--- src/rtl/fetch_queue_pkg.sv ---
// Shared front-end sizing constants for the fetch path.
package cpu_sizes;
    localparam int unsigned INSTR_WINDOW     = 2;
    localparam int unsigned FQ_DEPTH_DEFAULT = 8;

    typedef logic [31:0] word_t;
endpackage

--- src/rtl/fetch_queue_if.sv ---
// Fetch-window input, decode-side output and status of the fetch queue.
interface fetch_queue_if #(
    parameter int unsigned FQ_DEPTH = cpu_sizes::FQ_DEPTH_DEFAULT
);
    localparam int unsigned CNT_W = $clog2(FQ_DEPTH) + 1;

    logic                                            FQ_FLUSH;
    logic                                            FQ_IN_VALID;
    logic [cpu_sizes::INSTR_WINDOW-1:0][31:0]        FQ_IN_PC;
    logic [cpu_sizes::INSTR_WINDOW-1:0][31:0]        FQ_IN_INSTR;
    logic                                            FQ_IN_READY;
    logic                                            FQ_OUT_VALID;
    logic [31:0]                                     FQ_OUT_PC;
    logic [31:0]                                     FQ_OUT_INSTR;
    logic                                            FQ_OUT_READY;
    logic [CNT_W-1:0]                                FQ_COUNT;

    modport master (
        output FQ_FLUSH, FQ_IN_VALID, FQ_IN_PC, FQ_IN_INSTR, FQ_OUT_READY,
        input  FQ_IN_READY, FQ_OUT_VALID, FQ_OUT_PC, FQ_OUT_INSTR, FQ_COUNT
    );

    modport slave (
        input  FQ_FLUSH, FQ_IN_VALID, FQ_IN_PC, FQ_IN_INSTR, FQ_OUT_READY,
        output FQ_IN_READY, FQ_OUT_VALID, FQ_OUT_PC, FQ_OUT_INSTR, FQ_COUNT
    );
endinterface

--- src/rtl/fetch_queue.sv ---
// Circular instruction queue: accepts INSTR_WINDOW instructions per push, hands one per pop
// to decode.
module fetch_queue
    import cpu_sizes::*;
#(
    parameter int unsigned FQ_DEPTH = FQ_DEPTH_DEFAULT
) (
    input  logic          FQ_CLK,
    input  logic          FQ_RST,
    fetch_queue_if.slave  fq
);
    localparam int unsigned PTR_W = $clog2(FQ_DEPTH);
    localparam int unsigned CNT_W = PTR_W + 1;

    if ((FQ_DEPTH & (FQ_DEPTH - 1)) != 0 || FQ_DEPTH < 2 * INSTR_WINDOW) begin : g_bad_depth
        $error("fetch_queue: FQ_DEPTH must be a power of two and >= 2*INSTR_WINDOW");
    end

    word_t            r_pc_mem    [FQ_DEPTH];
    word_t            r_instr_mem [FQ_DEPTH];
    logic [PTR_W-1:0] r_wptr;
    logic [PTR_W-1:0] r_rptr;
    logic [CNT_W-1:0] r_count;

    logic             w_in_ready;
    logic             w_out_valid;
    logic             w_push;
    logic             w_pop;
    logic [CNT_W-1:0] w_count_nxt;

    // Readiness looks only at the registered count; a same-cycle pop earns no credit.
    assign w_in_ready  = (r_count <= CNT_W'(FQ_DEPTH - INSTR_WINDOW)) && !fq.FQ_FLUSH && !FQ_RST;
    assign w_out_valid = (r_count != '0);
    assign w_push      = fq.FQ_IN_VALID && w_in_ready;
    assign w_pop       = w_out_valid && fq.FQ_OUT_READY && !fq.FQ_FLUSH;

    always_comb begin
        w_count_nxt = r_count;
        if (fq.FQ_FLUSH) begin
            w_count_nxt = '0;
        end else begin
            unique case ({w_push, w_pop})
                2'b10:   w_count_nxt = r_count + CNT_W'(INSTR_WINDOW);
                2'b01:   w_count_nxt = r_count - CNT_W'(1);
                2'b11:   w_count_nxt = r_count + CNT_W'(INSTR_WINDOW - 1);
                default: w_count_nxt = r_count;
            endcase
        end
    end

    always_ff @(posedge FQ_CLK or posedge FQ_RST) begin
        if (FQ_RST) begin
            r_count <= '0;
            r_wptr  <= '0;
            r_rptr  <= '0;
        end else begin
            r_count <= w_count_nxt;
            if (fq.FQ_FLUSH) begin
                r_wptr <= '0;
                r_rptr <= '0;
            end else begin
                if (w_push) r_wptr <= r_wptr + PTR_W'(INSTR_WINDOW);
                if (w_pop)  r_rptr <= r_rptr + PTR_W'(1);
            end
        end
    end

    // Storage is never read while empty, so it carries no reset.
    always_ff @(posedge FQ_CLK) begin
        if (w_push) begin
            for (int i = 0; i < int'(INSTR_WINDOW); i++) begin
                r_pc_mem[r_wptr + PTR_W'(i)]    <= fq.FQ_IN_PC[i];
                r_instr_mem[r_wptr + PTR_W'(i)] <= fq.FQ_IN_INSTR[i];
            end
        end
    end

    assign fq.FQ_IN_READY  = w_in_ready;
    assign fq.FQ_OUT_VALID = w_out_valid;
    assign fq.FQ_OUT_PC    = w_out_valid ? r_pc_mem[r_rptr]    : '0;
    assign fq.FQ_OUT_INSTR = w_out_valid ? r_instr_mem[r_rptr] : '0;
    assign fq.FQ_COUNT     = r_count;
endmodule

--- src/flat_wrapper.sv ---
// flat-port wrapper written by rule: the top's interface ports become plain ports
module fetch_queue_flat import cpu_sizes::*;
#(
    parameter int unsigned FQ_DEPTH = FQ_DEPTH_DEFAULT
)
  (FQ_CLK, FQ_RST, fq_FQ_FLUSH, fq_FQ_IN_VALID, fq_FQ_IN_PC, fq_FQ_IN_INSTR, fq_FQ_OUT_READY, fq_FQ_IN_READY, fq_FQ_OUT_VALID, fq_FQ_OUT_PC, fq_FQ_OUT_INSTR, fq_FQ_COUNT);
  fetch_queue_if #(.FQ_DEPTH(FQ_DEPTH)) fq_i ();
  input  logic FQ_CLK;
  input  logic FQ_RST;
  input wire logic [$bits(fq_i.FQ_FLUSH)-1:0] fq_FQ_FLUSH;
  input wire logic [$bits(fq_i.FQ_IN_VALID)-1:0] fq_FQ_IN_VALID;
  input wire logic [$bits(fq_i.FQ_IN_PC)-1:0] fq_FQ_IN_PC;
  input wire logic [$bits(fq_i.FQ_IN_INSTR)-1:0] fq_FQ_IN_INSTR;
  input wire logic [$bits(fq_i.FQ_OUT_READY)-1:0] fq_FQ_OUT_READY;
  output wire logic [$bits(fq_i.FQ_IN_READY)-1:0] fq_FQ_IN_READY;
  output wire logic [$bits(fq_i.FQ_OUT_VALID)-1:0] fq_FQ_OUT_VALID;
  output wire logic [$bits(fq_i.FQ_OUT_PC)-1:0] fq_FQ_OUT_PC;
  output wire logic [$bits(fq_i.FQ_OUT_INSTR)-1:0] fq_FQ_OUT_INSTR;
  output wire logic [$bits(fq_i.FQ_COUNT)-1:0] fq_FQ_COUNT;
  assign fq_i.FQ_FLUSH = fq_FQ_FLUSH;
  assign fq_i.FQ_IN_VALID = fq_FQ_IN_VALID;
  assign fq_i.FQ_IN_PC = fq_FQ_IN_PC;
  assign fq_i.FQ_IN_INSTR = fq_FQ_IN_INSTR;
  assign fq_i.FQ_OUT_READY = fq_FQ_OUT_READY;
  assign fq_FQ_IN_READY = fq_i.FQ_IN_READY;
  assign fq_FQ_OUT_VALID = fq_i.FQ_OUT_VALID;
  assign fq_FQ_OUT_PC = fq_i.FQ_OUT_PC;
  assign fq_FQ_OUT_INSTR = fq_i.FQ_OUT_INSTR;
  assign fq_FQ_COUNT = fq_i.FQ_COUNT;
  fetch_queue #(.FQ_DEPTH(FQ_DEPTH)) u_core (.FQ_CLK(FQ_CLK), .FQ_RST(FQ_RST), .fq(fq_i));
endmodule
--- config.mk ---
export PLATFORM = sky130hd
export DESIGN_NAME = fetch_queue_flat
export DESIGN_NICKNAME = d
export VERILOG_FILES = /design/src/rtl/fetch_queue_pkg.sv /design/src/rtl/fetch_queue_if.sv /design/src/rtl/fetch_queue.sv /design/src/flat_wrapper.sv
export SDC_FILE = /design/constraint.sdc
export NUM_CORES = 1
export LEC_CHECK = 0
export CAP_MARGIN = 20
export CORE_MARGIN = 5
export CORE_UTILIZATION = 26
export CTS_BUF_LIST = sky130_fd_sc_hd__clkbuf_16
export DETAILED_ROUTE_END_ITERATION = 8
export GPL_TIMING_DRIVEN = 0
export PLACE_DENSITY_LB_ADDON = 0.1
export SKIP_LAST_GASP = 1
export SLEW_MARGIN = 25
export SYNTH_ARGS = -nofsm -noshare
export SYNTH_HDL_FRONTEND = slang
export SYNTH_SLANG_ARGS = --single-unit
--- constraint.sdc ---
create_clock -name FQ_CLK -period 6.7 [get_ports FQ_CLK]
set_clock_uncertainty 0.15 [all_clocks]
set_input_delay 1.34 -clock FQ_CLK [delete_from_list [all_inputs] [get_ports FQ_CLK]]
set_output_delay 1.34 -clock FQ_CLK [all_outputs]
set_load 0.05 [all_outputs]
==> results.md <==
- Cell leakage power: 10.1 nW
- Final period demand of the worst path: 5.43 ns
- Clock transition at the registers of the reported paths: 0.06 ns
- Number of global-route vias before repair: 13700
- Post-synthesis cell type with the largest combined area: edfxtp_1
- Sequential share of the synthesized area: 0.646
- Number of buffers created by CTS: 58
- Total number of H-tree levels: 2
- Data arrival, critical path: between 3 and 4 ns
- Maximum Capacitance Violations: 0
- GR Util All Layers: 0.142
- Global route total overflow: 0
- Initial antenna violation count: 7
- Maximum buffer depth of the clock tree: 3
- Pwr Density: 330 nW/um2
- I/O Pins: 203
- Worst path cell trace: nor4_1 > clkbuf_2 > buf_16 > clkbuf_1 > nor2_1 > clkdlybuf4s50_1
- Die area: 99100 um2
- Post-synthesis cell count: 1251
- Setup tns final: 0 ns
- Sink Count: 521
- Synth Cell Area: 24200 um2
- Type of the most critical hold path: reg -> reg
- Nets@finish: 1668
- Area added between synthesis and finish: 23.8%
- Tcrit/Tclk final: 0.811
- Die Y-Extent: 315 um
- Count of port buffers added during placement: 202
- Floorplan die width: 315 um
- Post-route antenna net violation count: 0
- Final Wtd Congestion: 0.688
- Post-Route Hold Slack: 0.470 ns
- Number of synthesized register bits: 521
- Peak fanout along the critical path: 10
- Area of the core: between 90000 and 100000 um2
- Clock Latency Late Sink: 0.60 ns
- Fin area: 29900 um2
- Slowest cell on crit path: clkdlybuf4s50_1
- Yosys top cell area share: 0.636
- Post-detailed-routing wire length: roughly 70000 um
- DRC Markers: 0
- Result of the run: finished clean
- Routed via count divided by cell count: 4.38
- Post-route setup slack: around 1.3 ns
- Post-Place Setup Slack: about 1.5 ns
- Largest net degree at the start of global routing: 39
- Average size of a mapped cell: 19.3 um2
- Critical path launch point type: flip-flop
- Final-report setup violation count: 0
- Slew Limit Fails: 0
- Layout cell share with drive strength beyond 1: 0.347
- CP peak stage delay: 0.78 ns
- Kind of capture point of the worst setup path: output pin
- DPL Wire Length: 44900 um
- Count of TritonRoute iterations in the first routing pass: 5
- Cts hold-fix bufs: 0
- Standard-cell row count: roughly 110
- Fin. Hold Viols: 0
- Wire length of the first global-routing pass: just over 100000 um
- Total of cells resized after clock tree synthesis: 0
- TritonCTS clock tree: built
- Starting Density: 0.263
- Number of unique standard cell types used by synthesis: 35
- Peak ir drop on the vdd network: 0.185 mV
- Placed inst area: 28000 um2
- Worst setup path category: reg -> out
- DRC marker count from the first detailed-route iteration: between 600 and 700
- Yosys warnings: 0
- Unrepaired setup endpoints after global routing: no
- Top post-synthesis cells by area: edfxtp_1 (64%), mux4_2 (12%), mux2_4 (10%), mux2_2 (4.3%), mux2i_1 (2.7%)
- Post-CTS setup repair buffer count: 0
- Worst max-slew margin expressed relative to the limit: 0.342
- Worst Path Required: around 5.2 ns
- Average detailed-routed wire length per instance: 25.2 um
- Net count after synthesis: 1396
- Least-Margin Pin Slew: 0.986 ns
- Clock Tree Root: clkbuf_16
- Maximum achievable frequency: 184 MHz
- Count of vias placed by the detailed router: around 12000
-- worst max-delay path: cells and delay by family, from the launching register on --
family	cells	cell delay (ns)
simple gates	2	0.91
buf+inv	4	1.91
flops	1	0.49
-- final timing paths --
path	startpoint	to	slack [ns]	cells past startpoint
worst max register to register	u_core.fq.FQ_COUNT[1]$_DFFE_PP0P_	u_core.fq.FQ_COUNT[3]$_DFFE_PP0P_	2.98	12
max in group asynchronous	FQ_RST	u_core.r_wptr[2]$_DFFE_PP0N_	5.13	2
worst min register to register	u_core.r_wptr[2]$_DFFE_PP0N_	u_core.r_wptr[2]$_DFFE_PP0N_	0.47	2
min in group asynchronous	FQ_RST	u_core.fq.FQ_COUNT[3]$_DFFE_PP0P_	0.95	2
worst min-delay path	u_core.r_wptr[2]$_DFFE_PP0N_	u_core.r_wptr[2]$_DFFE_PP0N_	0.47	2
worst max-delay path	u_core.fq.FQ_COUNT[1]$_DFFE_PP0P_	fq_FQ_OUT_PC[2]	1.27	6
-- placed cells by master (no fill, tap or decap), types with 6 or more instances in the layout --
cell / instances
edfxtp_1: 512
clkdlybuf4s50_1: 202
mux2_4: 163
mux4_2: 128
mux2_2: 93
clkbuf_1: 82
nor2_1: 76
mux2i_1: 65
clkbuf_16: 59
buf_2: 29
inv_1: 24
clkinv_2: 15
buf_6: 14
clkinv_1: 12
ha_1: 11
dfrtp_1: 9
inv_6: 8
buf_8: 8
buf_16: 8
diode_2: 6
bufinv_16: 6
-- metrics by stage --
| stage | power, mW | instances | utilization |
|---|---|---|---|
| 2_1_floorplan | 5.69 | 1251 | - |
| 3_3_place_gp | 6.85 | 2696 | 0.302 |
| 3_5_place_dp | 6.89 | 2706 | 0.305 |
| 4_1_cts | 10.0 | 2813 | 0.325 |
| 5_1_grt | 10.3 | 2816 | 0.325 |
| 6_report | 9.86 | 2819 | 0.325 |
-- cell families (layout without fill, tap and decap cells) --
group,count (synthesis),count (layout),share of synthesized area
compound gates,14,14,0.00394
mux,449,449,0.291
simple gates,93,93,0.0170
other cells,0,6,0
buf+inv,156,475,0.0339
fa+ha+maj,12,12,0.00652
xor+xnor,6,6,0.00218
flops,521,521,0.646
-- registers in the layout, indices dropped and copies added (netlist names) --
signal and count:
u_core.r_pc_mem 256, u_core.r_instr_mem 256, u_core.r_wptr 2, u_core.r_rptr 3
u_core.fq.FQ_COUNT 4
-- layer usage --
layer  wire length, um  vias to the layer above  GRT usage  part of all wire
met5                 0                        -          0                 0
met3              2870                       77     0.0244             0.040
met4              1180                        0     0.0310             0.017
li1                  -                     5518          -                 -
met2             35500                      233      0.246              0.50
met1             31600                     6511      0.187              0.44
-- cell usage after synthesis --
master and count:
xnor2_1 3, o21ai_0 4, and3_1 2, edfxtp_1 512, ha_1 11, dfrtp_1 9
nor2b_1 1, mux4_2 128, fa_1 1, a221oi_1 1, clkbuf_1 84, a211oi_1 2
buf_6 14, mux2i_1 65, nor3_2 1, mux2_2 93, xor2_1 3, nand3_1 3
buf_4 1, and2_1 1, o311ai_0 1, a21oi_1 3, o41ai_1 2, buf_2 28
mux2_4 163, nor4_1 1, and3b_2 1, nor2_1 76, nand2_4 4, buf_8 8
nand2b_1 1, nand2_1 2, inv_1 19, a222oi_1 1, buf_1 2
-- layout make-up --
type	count	area, um2
well taps	1243	1560
clock buffers	59	1480
flip-flops and latches	521	15600
repair buffers	212	2280
inverters	19	106
clock inverters	48	369
diodes	6	15.0
fillers	8977	62000
multi-input cells	574	7750
plain buffers	137	752
-- report_power, final --
part | internal [mW] | switching, mW
Sequential | 3.68 | 0.0378
Combinational | 1.10 | 1.93
Clock | 1.81 | 1.30
Power figures use the tool's default switching activity.
